===== src/rtl/vga_frame_sequencer.sv =====
// Per-frame controller: VSync edge detect, frame tick/count, scroll offset and
// SHOW/BLANK mode sequencing for the VGA pattern datapath.
module vga_frame_sequencer #(
    parameter int unsigned MODE_FRAMES  = 120,
    parameter int unsigned BLANK_FRAMES = 8,
    parameter int unsigned SPEED_W      = 3
) (
    input  logic               clk,
    input  logic               rst_n,
    input  logic               vsync,
    input  logic               run,
    input  logic               step,
    input  logic               dir,
    input  logic [SPEED_W-1:0] speed,
    input  logic               cfg_we,
    input  logic [1:0]         cfg_mode,
    output logic [9:0]         scroll_x,
    output logic [1:0]         mode,
    output logic               blank,
    output logic [8:0]         frame_no,
    output logic               frame_tick,
    output logic               paused
);

    typedef enum logic [1:0] {IDLE, SHOW, BLANK} state_t;

    localparam logic [7:0] MODE_LAST  = 8'(MODE_FRAMES - 1);
    localparam logic [7:0] BLANK_LAST = 8'(BLANK_FRAMES - 1);

    state_t     state;
    logic [7:0] dwell;
    logic       vs_d;
    logic       step_d;
    logic       step_pend;

    logic       vs_edge;
    logic       adv;
    logic       step_arm;
    logic [9:0] speed_ext;

    assign vs_edge   = vsync & ~vs_d;
    assign adv       = vs_edge & (run | step_pend);
    assign step_arm  = ~run & (state != IDLE) & step & ~step_d;
    assign speed_ext = 10'(speed);

    always_ff @(posedge clk or negedge rst_n) begin
        if (!rst_n) begin
            scroll_x   <= '0;
            mode       <= '0;
            blank      <= 1'b1;
            frame_no   <= '0;
            frame_tick <= 1'b0;
            paused     <= 1'b0;
            state      <= IDLE;
            dwell      <= '0;
            vs_d       <= 1'b1;
            step_d     <= 1'b0;
            step_pend  <= 1'b0;
        end else begin
            vs_d       <= vsync;
            step_d     <= step;
            frame_tick <= vs_edge;
            if (vs_edge) begin
                frame_no <= frame_no + 9'd1;
            end
            // Registered view of "run low and next state not IDLE".
            paused <= ~run & ((state != IDLE) | vs_edge | cfg_we);

            // An arm coinciding with an advance survives to the next advance.
            if (run) begin
                step_pend <= 1'b0;
            end else if (step_arm) begin
                step_pend <= 1'b1;
            end else if (adv) begin
                step_pend <= 1'b0;
            end

            if (state == IDLE) begin
                if (vs_edge) begin
                    state <= SHOW;
                    dwell <= '0;
                    blank <= 1'b0;
                end
            end else if (adv) begin
                scroll_x <= dir ? (scroll_x - speed_ext) : (scroll_x + speed_ext);
                if (state == SHOW) begin
                    if (dwell == MODE_LAST) begin
                        state <= BLANK;
                        dwell <= '0;
                        blank <= 1'b1;
                    end else begin
                        dwell <= dwell + 8'd1;
                    end
                end else begin
                    if (dwell == BLANK_LAST) begin
                        state <= SHOW;
                        dwell <= '0;
                        blank <= 1'b0;
                        mode  <= mode + 2'd1;
                    end else begin
                        dwell <= dwell + 8'd1;
                    end
                end
            end

            // Forced mode overrides any state/mode update above.
            if (cfg_we) begin
                mode  <= cfg_mode;
                dwell <= '0;
                state <= SHOW;
                blank <= 1'b0;
            end
        end
    end

endmodule


===== config.mk =====
export PLATFORM = sky130hd
export DESIGN_NAME = vga_frame_sequencer
export DESIGN_NICKNAME = d
export VERILOG_FILES = /design/src/rtl/vga_frame_sequencer.sv
export SDC_FILE = /design/constraint.sdc
export NUM_CORES = 1
export LEC_CHECK = 0
export CELL_PAD_IN_SITES_DETAIL_PLACEMENT = 2
export CELL_PAD_IN_SITES_GLOBAL_PLACEMENT = 2
export CORE_MARGIN = 2
export CORE_UTILIZATION = 39
export CTS_CLUSTER_DIAMETER = 120
export CTS_CLUSTER_SIZE = 28
export DETAILED_ROUTE_END_ITERATION = 12
export DONT_BUFFER_PORTS = 1
export MAX_ROUTING_LAYER = met4
export PLACE_DENSITY = 0.83
export SYNTH_ARGS = -nofsm -noshare
export SYNTH_HDL_FRONTEND = slang
export SYNTH_SLANG_ARGS = --single-unit

===== constraint.sdc =====
create_clock -name clk -period 2.55 [get_ports clk]
set_clock_uncertainty 0.2 [all_clocks]
set_input_delay 0.255 -clock clk [delete_from_list [all_inputs] [get_ports clk]]
set_output_delay 0.255 -clock clk [all_outputs]
set_load 0.01 [all_outputs]

==> results.yml <==
outcome:
  status: "completed"
synth:
  syn_avg_cell_area_sq_um: 9.61
  synth_fp_nets: 244
  synth_edf_count: 0
  syn_area_sq_um: 2100
  synth_cells: 218
  yosysSeqAreaShare: 0.443
  yosys_warnings: 0
  synth_cell_types: 45
  synth-seq-cells: 37
  synth_ff_type: "dfrtp_1"
  async_flop_share: 1.00
timing:
  final-hold-violation-count: 0
  maxSlewHeadroom: 0.725
  tightest_slew_ns: 0.410
  fmax_mhz: 422
  period_share: 0.929
  rsz0062_at_grt: "no"
  fin_crit_ns: 2.37
  setup_viol: 0
  finalMaxSlewViolations: 0
critical_path:
  start_kind: "input port"
  required_ns: 2.53
  end_kind: "flip-flop"
  critical-path-slowest-cell: "dlygate4sd3_1"
  worstPathArrival_ns: 2.35
  path_max_fanout: 2
  slowest_delay_ns: 0.54
  cp_common_cell: "o21ai_0"
  r2r_cells: 10
  critPathKind: "in -> reg"
  path_cells: "dlygate4sd3_1, ha_1, fa_1, nor2b_1, o21a_1, o21ai_0, buf_4, a21oi_1, xnor2_1, o21ai_0"
finish:
  layout_common_cells: "dfrtp_1, nand2_1, o21ai_0, nor2_1, ha_1"
  nNetsFinal: 264
  antenna_cells: 0
  drive_gt1_frac: 0.134
  final_cells: 309
  final_area_sq_um: 2440
  mostFrequentLayoutCell: "dfrtp_1"
  syn2layout_area_growth_pct: 16.6
global_route:
  grtUsageTotal: 0.214
  grt_start_max_net_pins: 38
  grt_pass1_wl_mm: 9.67
  grt_pass1_vias: 1915
  overflow: 0
  antenna_found_initial: 0
power_and_ir_drop:
  p_sw_frac: 0.385
  power_frac_seq: 0.408
  power.internal_mw: 1.40
  total_power_mw: 2.27
  vdd_drop_max_mv: 0.475
  clkPwrFrac: 0.233
  power.leakage_nw: 1.08
  netSwitchingPower_mw: 0.876
  p_comb_frac: 0.359
  power.density_nw_per_um2: 931
run:
  cap_violations: 0
placement:
  dp_hpwl_mm: 4.00
  port_buffers: 0
  place_congestion: 0.851
  dpl-instance-area_sq_um: 2220
  dp_cells: 292
floorplan:
  dieArea_sq_um: 5980
  rows: 26
  coreArea_sq_um: 5140
  die_y_um: 77.3
  die_x_um: 77.3
  start_util: 0.408
  io_pins: 36
cts:
  cts_made_buffers: 5
  numClockSinks: 37
  root_buffer: "clkbuf_8"
  post-cts-setup-buffers: 0
  cts_tree: "done"
  clock_path_buffers: 2
  cts.htree.levels: 2
  clock_latency_ns: 0.30
  clk_pin_slew_ns: 0.08
drt:
  drc: 0
  vias_per_cell: 5.52
  ant_nets: 0
  drtIter0Drc: 34
  vias: 1705
  drt_pass1_iterations: 4
  routedWlPerCell_um: 18.7
  routed_wl_mm: 5.78
hold_path:
  hold_path_depth: 2
  hold_class: "in -> reg"
-- final timing paths --
| check | start | end | slack [ns] |
|---|---|---|---|
| setup / recovery | speed[0] | scroll_x[6] | 0.18 |
| hold reg to reg | dwell[1] | dwell[1] | 0.33 |
| max in group asynchronous | rst_n | blank | 1.68 |
| hold / removal | cfg_we | state[0] | 0.03 |
| min in group asynchronous | rst_n | scroll_x[0] | 0.21 |
| setup reg to reg | scroll_x[0] | scroll_x[6] | 0.20 |
-- synthesized netlist by cell type, drive strengths merged, types with 2 or more instances --
cell type	n	area [sq um]
dfrtp	35	876
o21ai	24	124
nand2	22	82.6
nor2	15	58.8
ha	13	163
a21oi	11	55.1
inv	11	41.3
xnor2	10	87.6
nand3	9	45.0
xor2	7	61.3
nand2b	6	37.5
nor3	6	30.0
and3	4	25.0
clkbuf	4	15.0
o31ai	4	30.0
mux2	3	33.8
o21a	3	22.5
or2	3	18.8
a211oi	2	15.0
a31o	2	17.5
a31oi	2	12.5
and4	2	17.5
buf	2	18.8
dfstp	2	52.6
nor2b	2	15.0
nor4	2	27.5
or3	2	17.5
-- kinds of logic after synthesis --
logic type	Yosys count	share of synthesized area
and+or+nand+nor	77	0.195
buffers and inverters	17	0.0358
DFF	37	0.443
xor gates and xnor gates	17	0.0710
muxes	4	0.0209
AOI/OAI and AO/OA	52	0.147
adders and majority gates	14	0.0872
-- power groups by stage --
stage          Clock, mW  Sequential (mW)  Combinational [mW]
2_1_floorplan          0            0.893               0.544
3_3_place_gp           0            0.936               0.725
3_5_place_dp           0            0.948               0.773
4_1_cts            0.546            0.934               0.810
5_1_grt            0.564            0.950               0.931
6_report           0.531            0.928               0.816
-- worst max-delay path: cells and delay by family --
| kind | cells | cell delay (ns) |
|---|---|---|
| AND/OR/NAND/NOR | 1 | 0.14 |
| XOR/XNOR | 1 | 0.14 |
| adder cells (fa/ha/maj) | 2 | 0.63 |
| buffers and inverters | 2 | 0.69 |
| AO/OA/AOI/OAI | 4 | 0.49 |
-- metal layers --
layer / wire length [um] / track usage / vias up / part of all wire
met2: 3090 / 0.392 / 25 / 0.53
met3: 202 / 0.0529 / 8 / 0.035
met1: 2420 / 0.227 / 872 / 0.42
li1: - / - / 800 / -
met4: 72 / 0.0643 / 0 / 0.012
met5: 0 / - / - / 0
-- through the flow --
step                setup slack (ns)  hold slack (ns)   util  setup TNS [ns]
floorplan                     0.0956           -0.241      -               0
finish                         0.182           0.0344  0.475               0
global route                 0.00604           0.0569  0.475               0
detailed placement           -0.0648           -0.240  0.433         -0.0825
CTS                            0.153           0.0143  0.475               0
global placement             -0.0319           -0.240  0.433         -0.0319
-- final cells by class --
class / instances / area [sq um]
tap: 70 / 87.6
clock buffer: 5 / 68.8
sequential: 37 / 928
multi-input combinational: 164 / 1100
inverter: 11 / 41.3
timing repair buffer: 19 / 175
fill: 587 / 2700
clock inverter: 3 / 46.3
-- state kept, by name (all words and copies together) (netlist names) --
name and flops:
step_d 1, dwell 8, blank 1, state 2
mode 2, frame_no 9, frame_tick 1, vs_d 1
scroll_x 10, step_pend 1, paused 1
-- timing repair --
action                     4_1_cts  5_1_grt
hold endpoints to repair        47        0
hold buffers                     9        0
gates resized for setup          0        1
setup endpoints to repair        0        1
No activity file was read; power rests on OpenSTA's default activity.
